## config.mk

```make
export PLATFORM = sky130hd
export DESIGN_NAME = hazard_ctrl
export DESIGN_NICKNAME = d
export VERILOG_FILES = /design/src/rtl/hazard_ctrl.sv
export SDC_FILE = /design/constraint.sdc
export NUM_CORES = 1
export LEC_CHECK = 0
export ABC_AREA = 1
export CORE_MARGIN = 2
export CORE_UTILIZATION = 46
export DETAILED_ROUTE_END_ITERATION = 16
export GPL_TIMING_DRIVEN = 0
export PLACE_DENSITY_LB_ADDON = 0.3
export SLEW_MARGIN = 30
export SYNTH_ARGS = -nofsm -noshare
export SYNTH_HDL_FRONTEND = slang
export SYNTH_SLANG_ARGS = --single-unit
export TNS_END_PERCENT = 30
```

## constraint.sdc

```tcl
create_clock -name clk -period 7.1 [get_ports clk]
set_clock_uncertainty 0.05 [all_clocks]
set_input_delay 1.42 -clock clk [delete_from_list [all_inputs] [get_ports clk]]
set_output_delay 1.42 -clock clk [all_outputs]
set_load 0.01 [all_outputs]
```

## src/rtl/hazard_ctrl.sv

```systemverilog
`timescale 1ns/1ps
`default_nettype none
// ============================================================================
// Module   : hazard_ctrl
// Brief    : LEGv8 five-stage pipeline hazard controller. Covers load-use
//            stalls, taken-branch flushes and data-memory wait states.
// Revision : 1.0
// ============================================================================
module hazard_ctrl #(
  parameter int CNT_W       = 16,
  parameter int MEM_TIMEOUT = 64
) (
  input  logic             clk,
  input  logic             rst_n,
  input  logic [31:0]      id_instr,
  input  logic             id_valid,
  input  logic             ex_mem_read,
  input  logic [4:0]       ex_rd,
  input  logic             ex_branch_taken,
  input  logic             mem_req,
  input  logic             mem_ready,
  output logic             pc_write,
  output logic             ifid_write,
  output logic             idex_bubble,
  output logic             ifid_flush,
  output logic             idex_flush,
  output logic             pipe_hold,
  output logic [1:0]       state,
  output logic [CNT_W-1:0] stall_count,
  output logic [CNT_W-1:0] flush_count,
  output logic             mem_err
);

  localparam int WAIT_W = (MEM_TIMEOUT > 1) ? $clog2(MEM_TIMEOUT) : 1;
  localparam logic [WAIT_W-1:0] c_WAIT_LAST = WAIT_W'(MEM_TIMEOUT - 1);
  localparam logic [CNT_W-1:0]  c_CNT_MAX   = '1;
  localparam logic [4:0]        c_XZR       = 5'd31;

  typedef enum logic [1:0] {
    ST_RUN       = 2'b00,
    ST_MEM_WAIT  = 2'b01,
    ST_BR_SHADOW = 2'b10
  } state_t;

  state_t            r_state;
  logic [CNT_W-1:0]  r_stall_cnt;
  logic [CNT_W-1:0]  r_flush_cnt;
  logic [WAIT_W-1:0] r_wait_cnt;
  logic              r_mem_err;

  logic       w_is_b;
  logic       w_is_cbz;
  logic       w_is_ldur;
  logic       w_is_stur;
  logic       w_src_a_vld;
  logic       w_src_b_vld;
  logic [4:0] w_src_a;
  logic [4:0] w_src_b;
  logic       w_src_match;
  logic       w_lu_hazard;
  logic       w_mem_stall;
  logic       w_unused;

  assign w_unused = ^id_instr[15:10];

  assign w_is_b    = (id_instr[31:26] == 6'b000101);
  assign w_is_cbz  = (id_instr[31:24] == 8'b10110100);
  assign w_is_ldur = (id_instr[31:21] == 11'b11111000010);
  assign w_is_stur = (id_instr[31:21] == 11'b11111000000);

  // Source slot A carries Rn (or Rt for CBZ); slot B carries Rt for STUR
  // and Rm for R-type.
  always_comb begin
    w_src_a_vld = 1'b0;
    w_src_b_vld = 1'b0;
    w_src_a     = id_instr[9:5];
    w_src_b     = id_instr[20:16];
    if (w_is_b) begin
      w_src_a_vld = 1'b0;
    end else if (w_is_cbz) begin
      w_src_a_vld = 1'b1;
      w_src_a     = id_instr[4:0];
    end else if (w_is_ldur) begin
      w_src_a_vld = 1'b1;
    end else if (w_is_stur) begin
      w_src_a_vld = 1'b1;
      w_src_b_vld = 1'b1;
      w_src_b     = id_instr[4:0];
    end else begin
      w_src_a_vld = 1'b1;
      w_src_b_vld = 1'b1;
    end
  end

  assign w_src_match = (w_src_a_vld && (w_src_a == ex_rd)) ||
                       (w_src_b_vld && (w_src_b == ex_rd));
  assign w_lu_hazard = id_valid && ex_mem_read && (ex_rd != c_XZR) && w_src_match;
  assign w_mem_stall = mem_req && !mem_ready;

  always_comb begin
    pc_write    = 1'b0;
    ifid_write  = 1'b0;
    idex_bubble = 1'b0;
    ifid_flush  = 1'b0;
    idex_flush  = 1'b0;
    pipe_hold   = 1'b0;
    if (!rst_n) begin
      idex_bubble = 1'b1;
    end else if (w_mem_stall) begin
      pipe_hold = 1'b1;
    end else if (ex_branch_taken) begin
      pc_write   = 1'b1;
      ifid_write = 1'b1;
      ifid_flush = 1'b1;
      idex_flush = 1'b1;
    end else if (w_lu_hazard && (r_state != ST_BR_SHADOW)) begin
      idex_bubble = 1'b1;
    end else begin
      pc_write   = 1'b1;
      ifid_write = 1'b1;
    end
  end

  always_ff @(posedge clk or negedge rst_n) begin
    if (!rst_n) begin
      r_state <= ST_RUN;
    end else begin
      case (r_state)
        ST_RUN: begin
          if (w_mem_stall)          r_state <= ST_MEM_WAIT;
          else if (ex_branch_taken) r_state <= ST_BR_SHADOW;
          else                      r_state <= ST_RUN;
        end
        ST_MEM_WAIT: begin
          if (mem_ready) r_state <= ST_RUN;
          else           r_state <= ST_MEM_WAIT;
        end
        ST_BR_SHADOW: begin
          if (w_mem_stall)          r_state <= ST_MEM_WAIT;
          else if (ex_branch_taken) r_state <= ST_BR_SHADOW;
          else                      r_state <= ST_RUN;
        end
        default: r_state <= ST_RUN;
      endcase
    end
  end

  always_ff @(posedge clk or negedge rst_n) begin
    if (!rst_n) begin
      r_stall_cnt <= '0;
      r_flush_cnt <= '0;
      r_wait_cnt  <= '0;
      r_mem_err   <= 1'b0;
    end else begin
      if (!pc_write && (r_stall_cnt != c_CNT_MAX))
        r_stall_cnt <= r_stall_cnt + CNT_W'(1);
      if (ifid_flush && (r_flush_cnt != c_CNT_MAX))
        r_flush_cnt <= r_flush_cnt + CNT_W'(1);
      // wait_cnt parks at its terminal value; mem_err is sticky from then on.
      if (w_mem_stall) begin
        if (r_wait_cnt == c_WAIT_LAST) r_mem_err  <= 1'b1;
        else                           r_wait_cnt <= r_wait_cnt + WAIT_W'(1);
      end else begin
        r_wait_cnt <= '0;
      end
    end
  end

  assign state       = r_state;
  assign stall_count = r_stall_cnt;
  assign flush_count = r_flush_cnt;
  assign mem_err     = r_mem_err;

endmodule
`default_nettype wire

```

; ---- After elaboration in Yosys (flattened, before gate mapping)
; Index checks and enable logic that the tools add are counted.
[word_totals]
ff_bits = 41
input_bits = 44
output_inout_bits = 41
[op_classes]
addsub = 3
eq_ne = 14
n_mux = 29
n_reduce_logical = 15
[ops]
columns = operator, count
row1 = "adder 16 x 1 -> 16 bit, second input constant", 2
row2 = "!= test 16 bit, second input constant", 2
row3 = two-way mux 5 bit, 6
row4 = "== test 11 bit, second input constant", 2
row5 = two-way mux 1 bit, 18
row6 = two-way mux 6 bit, 2
row7 = == test 5 bit, 2
row8 = logical AND 1 bit, 9
row9 = "== test 8 bit, second input constant", 1
row10 = "adder 6 x 1 -> 6 bit, second input constant", 1
row11 = "== test 6 x 3 -> 1 bit, second input constant", 1
row12 = "== test 6 bit, second input constant", 1
row13 = "!= test 5 bit, second input constant", 1
row14 = two-way mux 2 bit, 2
row15 = "!= test 2 bit, second input constant", 2
row16 = one-hot mux 2 bit (2 select lines), 1
row17 = "== test 2 x 1 -> 1 bit, second input constant", 1
row18 = "== test 2 bit, second input constant", 1
row19 = zero test 1 bit, 2
row20 = zero test 2 bit, 1
row21 = AND reduction 2 bit, 1
row22 = OR reduction 2 bit, 1
row23 = logical OR 1 bit, 1

; ---- Depth between registers and ports, before layout
[logic_depth]
depth_word = 16
depth_mapped = 19

; ---- Worst setup path before layout
; Ideal clock, no wire load.
[synth_timing]
path_type = input -> output
start = in id_instr[27]
end = out pc_write
arrival_time_ns = 2.827
required_time_ns = 5.630
path_slack_ns = 2.803
stages = 16
n_path_buf = 3
cell_sequence = inv_1 nand2_1 nor2_4 nand2_2 buf_6 nand2_2 o21ai_2 xor2_1 nor2_1 nand2_1 nand2_1 nand2_2 nand2_4 buf_4 inv_1 buf_4
[synth_via]
elab_chain_cells = 14
word_cells_on_any_way = 25
classes_between = eq/ne (6) / mux (14) / reduce/logical (5)
[synth_lines]
columns = item, line
row1 = start: declaration, 15  ; input logic [31:0] id_instr,
row2 = == test 11 bit, 69  ; assign w_is_stur = (id_instr[31:21] == 11'b11111000000);
row3 = two-way mux 5 bit, 85  ; end else if (w_is_stur) begin
row4 = two-way mux 5 bit, 83  ; end else if (w_is_ldur) begin
row5 = two-way mux 5 bit, 80  ; end else if (w_is_cbz) begin
row6 = two-way mux 5 bit, 78  ; if (w_is_b) begin
row7 = == test 5 bit, 96  ; (w_src_b_vld && (w_src_b == ex_rd));
row8 = logical AND 1 bit, 96
row9 = logical OR 1 bit *, 95  ; assign w_src_match = (w_src_a_vld && (w_src_a == ex_rd)) ||
row10 = logical AND 1 bit *, 97  ; assign w_lu_hazard = id_valid && ex_mem_read && (ex_rd != c_XZR) && w_src_match;
row11 = logical AND 1 bit *, 116  ; end else if (w_lu_hazard && (r_state != ST_BR_SHADOW)) begin
row12 = two-way mux 1 bit * (4 in series), --
row13 = end: declaration, 22  ; output logic pc_write,
; Mark *: on every way between the ends. The rest lies on a longest branch, timed or not.

; ---- Worst setup path in the final report
[layout_timing]
start = in id_instr[28]
end = out pc_write
[layout_via]
elab_chain_cells = 14
word_cells_on_any_way = 25
classes_between = eq/ne (6) / mux (14) / reduce/logical (5)
[layout_lines]
columns = item, line
row1 = == test 11 bit, 69
row2 = two-way mux 5 bit, 85
row3 = two-way mux 5 bit, 83
row4 = two-way mux 5 bit, 80
row5 = two-way mux 5 bit, 78
row6 = == test 5 bit, 96
row7 = logical AND 1 bit, 96
row8 = logical OR 1 bit *, 95
row9 = logical AND 1 bit *, 97
row10 = logical AND 1 bit *, 116
row11 = two-way mux 1 bit *, 116
row12 = two-way mux 1 bit *, 111  ; end else if (ex_branch_taken) begin
row13 = two-way mux 1 bit *, 109  ; end else if (w_mem_stall) begin
row14 = two-way mux 1 bit *, 107  ; if (!rst_n) begin
; Marks and branches as above.

==> impl_metrics.tcl <==
set metrics [dict create \
    final_hold_viol_count 0 \
    clk_pin_slew_ns 0.08 \
    hold_buffers 0 \
    setup_tns_ns 0 \
    die_y_um 81.2 \
    drv_cap 0 \
    initial_core_util 0.468 \
    grt_antenna_before_repair 0 \
    cts_buffers 5 \
    syn_nets 421 \
    p_leak_nw 1.80 \
    rsz0062_at_grt "false" \
    drc 0 \
    htree_num_levels 2 \
    max_freq_ghz 0.184 \
    synth_area_per_cell_sq_um 7.33 \
    drtPass1Iterations 4 \
    hpwlAfterDp_um 4920 \
    critPathLaunchType "input pin" \
    antenna_left 0 \
    crit_chain "clkdlybuf4s50_1 > nand2_2 > nor2_4 > nand2_2 > buf_6 > o211ai_1 > nand2_1 > nor2_1 > nand2_1 > nand2_1 > nand2_2 > nand2_4 > buf_4 > inv_1 > buf_4 > clkdlybuf4s50_1" \
    period_share 0.763 \
    seq_area_frac_synth 0.374 \
    synth.cell_area_sq_um 2740 \
    insertion_delay_ns 0.29 \
    num_antenna_cells 0 \
    worstSetupEndpointType "output pin" \
    cts_tree "done" \
    post_drt_wl_per_cell_um 11.8 \
    slowest_delay_ns 0.55 \
    nets 507 \
    cellPowerDensity_nw_per_um2 189 \
    core_sq_um 5850 \
    synthArstFlopShare 1.00 \
    cts_setup_buffers 0 \
    fp.dieW_um 81.2 \
    yosys_register_bits 41 \
    critical_path_class "input pin to output pin" \
    vias_per_cell 4.97 \
    cp.arrival_ns 3.95 \
    design.die.area_sq_um 6590 \
    ys_types 36 \
    slowest_stage "clkdlybuf4s50_1" \
    grt_max_degree 24 \
    drive_above_1_share 0.102 \
    final_cell_mix "nand2_1, clkdlybuf4s50_1, inv_1" \
    io_buffers 78 \
    ctsResizeCount 0 \
    ir_worst_vdd_mv 0.164 \
    clockRootBuffer "clkbuf_8" \
    routed-via-count 2666 \
    clockBufferDepth 2 \
    routed_wl_um 6310 \
    grt_pass1_wl_um 10800 \
    required_ns 5.63 \
    max_slew.worst_pin.slew_ns 0.584 \
    io_pins 85 \
    cp_max_fo 10 \
    cts.sinks 41 \
    synthCells 374 \
    final_util 0.641 \
    first_iter_violations 149 \
    area_delta_synth_final_pct 36.8 \
    setup_viol 0 \
    synth_ff_type "dfrtp_1" \
    overflow 0 \
    gp_congestion 0.967 \
    first_global_vias 2530 \
    finalMaxSlewViolations 0 \
    row_count 28 \
    status "finished clean" \
    grt.total_usage 0.206 \
    fillers 500 \
    layout_commonest_cell "nand2_1" \
    synth_edf_count 0 \
    finalCriticalPeriod_ns 5.42 \
    ys_warn_count 0 \
    hold_path.class "register to register" \
    max_slew_margin 0.610 \
]
-- cell families (layout without fill, tap and decap cells) --
logic type | count (synthesis) | count (layout) | share of synthesized area
fa+ha+maj | 3 | 3 | 0.0137
buf+inv | 63 | 150 | 0.0973
simple gates | 218 | 218 | 0.377
flops | 41 | 41 | 0.374
compound gates | 20 | 20 | 0.0452
xor+xnor | 29 | 29 | 0.0927
-- sequential cells by signal, summed over array words and instances, names as in the netlist --
signal	count
flush_count	16
stall_count	16
r_wait_cnt	6
state	2
mem_err	1
-- power by group --
group	internal (mW)	switching (mW)	total (mW)
Combinational	0.120	0.0933	0.213
Sequential	0.265	0.0456	0.311
Clock	0.106	0.0807	0.186
-- worst max-delay path: cells and delay by family --
family                 cells  cell delay (ns)
buffers and inverters      6             1.53
AO/OA/AOI/OAI              1             0.16
AND/OR/NAND/NOR            9             0.83
-- per-stage QoR --
step / cells / instance area, sq um / total power [mW] / hold slack, ns / setup WS (ns)
after global routing: 536 / 3750 / 0.754 / 0.452 / 1.45
after floorplan: 374 / 2740 / 0.409 / 0.417 / 2.80
after detailed placement: 528 / 3640 / 0.529 / 0.409 / 1.68
after global placement: 527 / 3610 / 0.521 / 0.405 / 0.921
after CTS: 536 / 3750 / 0.718 / 0.430 / 1.67
final: 536 / 3750 / 0.710 / 0.424 / 1.68
-- worst paths after layout --
path,from,endpoint,slack [ns],cells after the start
min in group asynchronous,rst_n,stall_count[9],1.08,1
hold reg to reg,mem_err,mem_err,0.42,2
setup reg to reg,flush_count[0],flush_count[15],4.84,12
setup / recovery,id_instr[28],pc_write,1.68,16
hold / removal,mem_err,mem_err,0.42,2
max in group asynchronous,rst_n,flush_count[4],5.43,2
-- synthesized netlist by cell type (2+ instances only) --
library cell	number	area [sq um]
buf_4	3	22.5
nor4_1	3	18.8
nor2_1	25	93.8
nand2_2	19	119
nand3_1	49	245
nor2_4	4	45.0
xnor2_1	13	114
o21ai_0	6	30.0
inv_1	53	199
dfrtp_1	41	1030
ha_1	3	37.5
nand4_1	5	31.3
a21oi_1	3	15.0
clkbuf_1	2	7.51
nand2_1	94	353
nor2_2	2	12.5
o211ai_1	2	15.0
nor3_1	10	50.1
nand2_4	2	22.5
o21ai_1	2	10.0
xor2_1	16	140
inv_2	3	11.3
-- layer usage --
metal  GRT usage  routed length, um  vias to the layer above  part of all wire
met5           0                  0                        -                 0
met4      0.0508                 60                        0            0.0095
met3      0.0378                250                        9             0.040
met2       0.373               3130                       57              0.50
met1       0.253               2860                     1239              0.45
li1            -                  -                     1361                 -
-- area by class of cell --
class	instances	area, sq um	share of cell area
inverters	56	210	0.0561
plain buffers	7	56.3	0.0150
repair buffers	79	803	0.214
well taps	75	93.8	0.0250
flip-flops and latches	41	1030	0.274
multi-input cells	270	1450	0.386
clock buffers	6	72.6	0.0194
clock inverters	2	38.8	0.0103
(Power assumes the default switching activity.)
